==> src/rtl/mem_fill_arbiter.sv <==
// Shared-memory fill sequencer for I/D caches; ARB_ROUND_ROBIN_EN selects round-robin miss arbitration.
// Latency: request seen in IDLE at T, reads at T+1..T+8, cache writes one cycle after each return, meta write after the last.
// Backpressure: none on memory; the stall output freezes the pipeline while any request is pending or in service.
module mem_fill_arbiter #(
  parameter int ADDR_W = 16,
  parameter int DATA_W = 16,
  parameter int WORDS  = 8
) (
  input  logic              clk,
  input  logic              rst,
  input  logic              i_miss,
  input  logic [ADDR_W-1:0] i_miss_addr,
  input  logic              d_miss,
  input  logic [ADDR_W-1:0] d_miss_addr,
  input  logic              d_wr_req,
  input  logic [ADDR_W-1:0] d_wr_addr,
  input  logic [DATA_W-1:0] d_wr_data,
  input  logic [DATA_W-1:0] mem_rdata,
  input  logic              mem_rvalid,
  output logic              mem_en,
  output logic              mem_wr,
  output logic [ADDR_W-1:0] mem_addr,
  output logic [DATA_W-1:0] mem_wdata,
  output logic [DATA_W-1:0] fill_data,
  output logic              i_cache_wen,
  output logic              d_cache_wen,
  output logic              i_meta_wen,
  output logic              d_meta_wen,
  output logic              stall
);

  localparam int OFF_W   = $clog2(WORDS);
  localparam int BLK_LSB = OFF_W + 1;
  localparam logic [OFF_W-1:0] LAST_WORD = OFF_W'(WORDS - 1);

  localparam logic [1:0] S_IDLE  = 2'd0;
  localparam logic [1:0] S_WRITE = 2'd1;
  localparam logic [1:0] S_FILL  = 2'd2;
  localparam logic [1:0] S_META  = 2'd3;

  logic [1:0]              state;
  logic [ADDR_W-1:BLK_LSB] blk_q;
  logic                    tgt_d;
  logic [OFF_W-1:0]        issue_cnt;
  logic [OFF_W-1:0]        ret_cnt;
  logic                    issue_done;
  logic                    ret_done;
  logic [ADDR_W-1:0]       wr_addr_q;
  logic [DATA_W-1:0]       wr_data_q;
  logic                    grant_wr;
  logic                    grant_d;
  logic                    grant_i;
  logic                    ret_ok;
  logic                    unused_addr_bits;

`ifdef ARB_ROUND_ROBIN_EN
  logic last_d;
`endif

  // Only the block part of a miss address matters; words are always fetched from offset 0.
  assign unused_addr_bits = ^{i_miss_addr[BLK_LSB-1:0], d_miss_addr[BLK_LSB-1:0]};

  always_comb begin
    grant_wr = d_wr_req;
    grant_d  = 1'b0;
    grant_i  = 1'b0;
    if (!d_wr_req) begin
`ifdef ARB_ROUND_ROBIN_EN
      if (d_miss && i_miss) begin
        grant_d = !last_d;
        grant_i = last_d;
      end else begin
        grant_d = d_miss;
        grant_i = i_miss;
      end
`else
      grant_d = d_miss;
      grant_i = !d_miss && i_miss;
`endif
    end
  end

  // Returns beyond the eighth word, or outside a fill, never reach a cache.
  assign ret_ok = (state == S_FILL) && mem_rvalid && !ret_done;

  always_ff @(posedge clk or negedge rst) begin
    if (!rst) begin
      state       <= S_IDLE;
      blk_q       <= '0;
      tgt_d       <= 1'b0;
      issue_cnt   <= '0;
      ret_cnt     <= '0;
      issue_done  <= 1'b0;
      ret_done    <= 1'b0;
      wr_addr_q   <= '0;
      wr_data_q   <= '0;
      fill_data   <= '0;
      i_cache_wen <= 1'b0;
      d_cache_wen <= 1'b0;
    end else begin
      i_cache_wen <= ret_ok && !tgt_d;
      d_cache_wen <= ret_ok && tgt_d;
      if (ret_ok) begin
        fill_data <= mem_rdata;
      end
      case (state)
        S_IDLE: begin
          issue_cnt  <= '0;
          ret_cnt    <= '0;
          issue_done <= 1'b0;
          ret_done   <= 1'b0;
          if (grant_wr) begin
            state     <= S_WRITE;
            wr_addr_q <= d_wr_addr;
            wr_data_q <= d_wr_data;
          end else if (grant_d || grant_i) begin
            state <= S_FILL;
            tgt_d <= grant_d;
            blk_q <= grant_d ? d_miss_addr[ADDR_W-1:BLK_LSB] : i_miss_addr[ADDR_W-1:BLK_LSB];
          end
        end
        S_WRITE: state <= S_IDLE;
        S_FILL: begin
          if (!issue_done) begin
            if (issue_cnt == LAST_WORD) begin
              issue_done <= 1'b1;
            end else begin
              issue_cnt <= issue_cnt + 1'b1;
            end
          end
          if (ret_ok) begin
            ret_cnt <= ret_cnt + 1'b1;
            if (ret_cnt == LAST_WORD) begin
              ret_done <= 1'b1;
            end
          end
          // Leave one cycle for the last word's cache write before the meta pulse.
          if (ret_done) begin
            state <= S_META;
          end
        end
        S_META:  state <= S_IDLE;
        default: state <= S_IDLE;
      endcase
    end
  end

`ifdef ARB_ROUND_ROBIN_EN
  always_ff @(posedge clk or negedge rst) begin
    if (!rst) begin
      last_d <= 1'b0;
    end else if (state == S_IDLE && !grant_wr && (grant_d || grant_i)) begin
      last_d <= grant_d;
    end
  end
`endif

  assign mem_en     = (state == S_WRITE) || ((state == S_FILL) && !issue_done);
  assign mem_wr     = (state == S_WRITE);
  assign mem_addr   = (state == S_WRITE) ? wr_addr_q :
                      ((state == S_FILL) && !issue_done) ? {blk_q, issue_cnt, 1'b0} : '0;
  assign mem_wdata  = (state == S_WRITE) ? wr_data_q : '0;
  assign i_meta_wen = (state == S_META) && !tgt_d;
  assign d_meta_wen = (state == S_META) && tgt_d;
  // Reset gates the request terms so every output is low while rst is asserted.
  assign stall      = rst && ((state != S_IDLE) || i_miss || d_miss || d_wr_req);

endmodule

==> config.mk <==
export PLATFORM = sky130hd
export DESIGN_NAME = mem_fill_arbiter
export DESIGN_NICKNAME = d
export VERILOG_FILES = /design/src/rtl/mem_fill_arbiter.sv
export SDC_FILE = /design/constraint.sdc
export NUM_CORES = 1
export LEC_CHECK = 0
export ABC_AREA = 0
export BUFFER_PORTS_ARGS = -buffer_cell sky130_fd_sc_hd__buf_2
export CAP_MARGIN = 5
export CORE_UTILIZATION = 48
export CTS_BUF_LIST = sky130_fd_sc_hd__clkbuf_8 sky130_fd_sc_hd__clkbuf_16
export DETAILED_ROUTE_END_ITERATION = 8
export PLACE_DENSITY = 0.8
export SLEW_MARGIN = 0
export SYNTH_ARGS = -nofsm -noshare
export SYNTH_HDL_FRONTEND = slang
export SYNTH_SLANG_ARGS = --single-unit
==> constraint.sdc <==
create_clock -name clk -period 1.8 [get_ports clk]
set_clock_uncertainty 0.15 [all_clocks]
set_input_delay 0.09 -clock clk [delete_from_list [all_inputs] [get_ports clk]]
set_output_delay 0.09 -clock clk [all_outputs]
set_load 0.01 [all_outputs]
==> implementation parameters <==
Parameter                              Value

Logic synthesis
  Number of distinct library cells after synthesis    31
  Yosys Warn Count    0
  Mean cell area of the mapped netlist    13.9 um2
  Most repeated cell in the gate-level netlist after synthesis    sky130_fd_sc_hd__dfrtp_1
  Post-synthesis sequential area ratio    53.7%
  Primary flip-flop cell chosen by synthesis mapping    sky130_fd_sc_hd__dfrtp_1
  Combined area of all synthesized cells    3400 um2
  Top-area cell type share of the netlist area    53.7%
  Mapped Nets    335
  Post-synthesis cell count    245
  Post-synth EDFFs    0
  Top area cells in the synthesized netlist    sky130_fd_sc_hd__dfrtp_1, sky130_fd_sc_hd__mux2_2, sky130_fd_sc_hd__mux2_4
  Proportion of synthesized flip-flops having asynchronous set or reset    100%
  Post-synthesis cell type with the largest combined area    sky130_fd_sc_hd__dfrtp_1
  Number of storage elements in the synthesis netlist    73
  Leading post-synthesis cells by instance count    sky130_fd_sc_hd__dfrtp_1, sky130_fd_sc_hd__mux2_2, sky130_fd_sc_hd__and3_1

Clock network
  Deepest level of the CTS H-tree    3
  TritonCTS clock tree    yes
  Maximum count of clock buffers along a single path    2
  Sinks on the clock net    73
  Insertion delay to the later sink of the worst-skew pair    340 ps
  Clock edge transition at the registers on the reported setup and hold paths    80 ps
  Clock root buffer master    sky130_fd_sc_hd__clkbuf_8
  Number of buffers inserted during clock tree synthesis    9

STA
  Setup repair after global routing missed its margin    yes
  Post-route minimum period    1800 ps
  Worst Setup Slack, final    3.80 ps
  Final-report hold violation count    0
  Ratio of final minimum period to clock period    99.8%
  Fin. max-slew vios    0
  Slew @ Worst Pin    373 ps
  F_max    557 MHz
  Setup violation total in the final timing report    0
  Worst relative slew slack    75.1%

Floorplan
  Cell Rows    30
  Die Footprint    7430 um2
  Top Ports    141
  Core Region    6830 um2
  Starting utilization of the core area    49.8%
  Floorplan die height    86.2 um
  Die Width    86.2 um

Critical path
  Biggest cell delay along the critical path    380 ps
  Number of buffer and inverter stages on the critical path    4
  R2R depth    5
  Largest fanout on the critical path    9
  Worst R2R End    blk_q[12]$_DFFE_PN0P_
  Minimum setup slack among reg-to-reg paths    10 ps
  Reg-to-reg critical path startpoint    state[0]$_DFFE_PN0P_
  Required time reported for the critical path endpoint    1560 ps
  Ordered cell list for the critical path    buf_6 > inv_4 > nor3_4 > buf_6 > a22o_1 > buf_2
  WS Path Type    reg2out
  Type of destination of the critical path    primary output
  Critical path's most frequent cell    sky130_fd_sc_hd__buf_6
  Largest delay contributor family on the critical path    buffers and inverters
  Slowest stage cell on the critical path    sky130_fd_sc_hd__dfrtp_1
  Data arrival, critical path    1560 ps
  Startpoint kind of the worst setup timing path    flip-flop

Cells and area
  Count of non-filler cells in the finished layout    568
  Area taken by flip-flops and latches    1830 um2
  Fill cell total of the finished layout    437
  Multi-input gate area in the final layout    1430 um2
  Final #Nets    556
  Area delta synth->final    54.6%
  Fraction of final layout cells sized beyond drive strength 1    52.7%

GRT
  Maximum number of pins on one net before global-route repair    74
  GRT Residual Overflow    0
  Number of global-route vias before repair    3081
  Number of antenna violations at the first check in global routing    1
  Wire length of the first global-routing pass    14600 um
  Combined global-route utilization of all metal layers    25.9%

Drt
  Post-detailed-route count of antenna-violating nets    0
  Drt wl/cell    16.6 um
  First drt pass iteration count    4
  Total via count in the routed design    2865
  Average vias per placed instance    5.04
  Number of DRC violations after detailed routing    0
  Total wire length after detailed routing    9420 um
  Initial drt markers    128

Hold path
  HP Start    d_miss
  Hold endpoint    tgt_d$_DFFE_PN0P_
  Count of cells along the worst hold path    3
  HP Class    in2reg

Placement
  Number of input and output port buffers inserted    132
  Post-Place Worst Slack    131 ps
  Cell total after placement    470
  DPL Wire Length    5100 um
  GP Congestion    0.769

Pwr
  Total leakage power    2.64 nW
  Worst vdd ir    0.000969 V
  Pwr dens    1440 nW/um2

Outcome
  Run status    completed

Run
  Max-cap check violation count    0
## state kept, by name, indices dropped and copies added, names as in the netlist, 2 cells and up
signal,count
fill_data,16
wr_addr_q,16
wr_data_q,16
blk_q,12
issue_cnt,3
ret_cnt,3
state,2
## power breakdown
part | internal [W] | switching, W | leakage (nW) | total [W]
Sequential | 0.00242 | 0.000443 | 0.878 | 0.00286
Combinational | 0.00189 | 0.00145 | 1.65 | 0.00333
Clock | 0.000780 | 0.000623 | 0.107 | 0.00140
Total | 0.00509 | 0.00251 | 2.64 | 0.00760
## per-stage QoR
step                      instance area [um2]  setup TNS, ps  power [W]  utilization (%)  hold slack (ps)
final                                    5260              0    0.00760             77.0             68.8
after global routing                     5260          -1300    0.00805             77.0             94.9
after CTS                                5190              0    0.00740             76.0             73.3
after detailed placement                 4190              0    0.00580             61.3             10.6
after global placement                   4190              0    0.00567             61.3             8.82
after floorplan                          3400              0    0.00481                -             -356
## final cells by class
class                   count  share of cell area, %
clock inverters             7                   1.83
multi-input cells         150                   27.1
inverters                   4                  0.380
flip-flops and latches     73                   34.7
well taps                  96                   2.28
repair buffers            228                   31.3
diodes                      1                 0.0476
clock buffers               9                   2.35
## worst reg2reg max path, cell delays in order, from the launching register on
cell and delay (ps):
sky130_fd_sc_hd__dfrtp_1 410, sky130_fd_sc_hd__buf_4 160, sky130_fd_sc_hd__nor3_2 220, sky130_fd_sc_hd__nor2b_2 210
sky130_fd_sc_hd__buf_6 170, sky130_fd_sc_hd__mux2_2 360
## layer usage
| layer | up-vias | GRT usage, % | wire length (um) |
|---|---|---|---|
| met5 | - | 0 | 0 |
| li1 | 1324 | - | - |
| met2 | 88 | 49.3 | 5250 |
| met1 | 1421 | 28.1 | 3520 |
| met4 | 0 | 12.3 | 346 |
| met3 | 32 | 3.71 | 309 |
## worst max-delay path by stage
stage | from | to | slack [ps] | cells after the start
final | state[1]$_DFFE_PN0P_ | mem_addr[12] | 4 | 6
after detailed placement | issue_cnt[1]$_DFFE_PN0P_ | issue_cnt[2]$_DFFE_PN0P_ | 130 | 5
after global routing | state[1]$_DFFE_PN0P_ | mem_addr[14] | -70 | 6
after global placement | issue_cnt[0]$_DFFE_PN0P_ | issue_cnt[1]$_DFFE_PN0P_ | 170 | 5
after floorplan | state[0]$_DFFE_PN0P_ | blk_q[10]$_DFFE_PN0P_ | 210 | 5
after CTS | state[1]$_DFFE_PN0P_ | mem_en | 8 | 6
## logic make-up after synthesis
kind of cell	share of synthesized area (%)
adders and majority gates	1.47
muxes	26.1
DFF	53.7
buffers and inverters	4.74
AOI/OAI and AO/OA	6.54
and+or+nand+nor	7.43
## layout by cell type (no fill, tap or decap), types with 2 or more instances in the layout
cell / n
sky130_fd_sc_hd__a22oi_1: 2
sky130_fd_sc_hd__and2_1: 3
sky130_fd_sc_hd__dfrtp_1: 73
sky130_fd_sc_hd__mux2_2: 58
sky130_fd_sc_hd__mux2_4: 13
sky130_fd_sc_hd__buf_4: 12
sky130_fd_sc_hd__clkinvlp_4: 2
sky130_fd_sc_hd__mux2i_1: 3
sky130_fd_sc_hd__buf_12: 3
sky130_fd_sc_hd__clkinv_4: 2
sky130_fd_sc_hd__nand2_1: 5
sky130_fd_sc_hd__bufinv_16: 2
sky130_fd_sc_hd__inv_1: 3
sky130_fd_sc_hd__inv_4: 2
sky130_fd_sc_hd__clkbuf_8: 9
sky130_fd_sc_hd__a22o_1: 15
sky130_fd_sc_hd__dlygate4sd3_1: 75
sky130_fd_sc_hd__o21ai_0: 7
sky130_fd_sc_hd__and3_1: 17
sky130_fd_sc_hd__buf_6: 9
sky130_fd_sc_hd__buf_2: 129
sky130_fd_sc_hd__nor2_1: 7
sky130_fd_sc_hd__ha_1: 4
## timing repair
item,4_1_cts,5_1_grt
hold endpoints to repair,135,0
setup endpoints to repair,33,25
hold buffers,75,0
pin swaps,2,1
setup buffers,4,3
resized for setup,4,12
No activity file was read; power rests on OpenSTA's default activity.
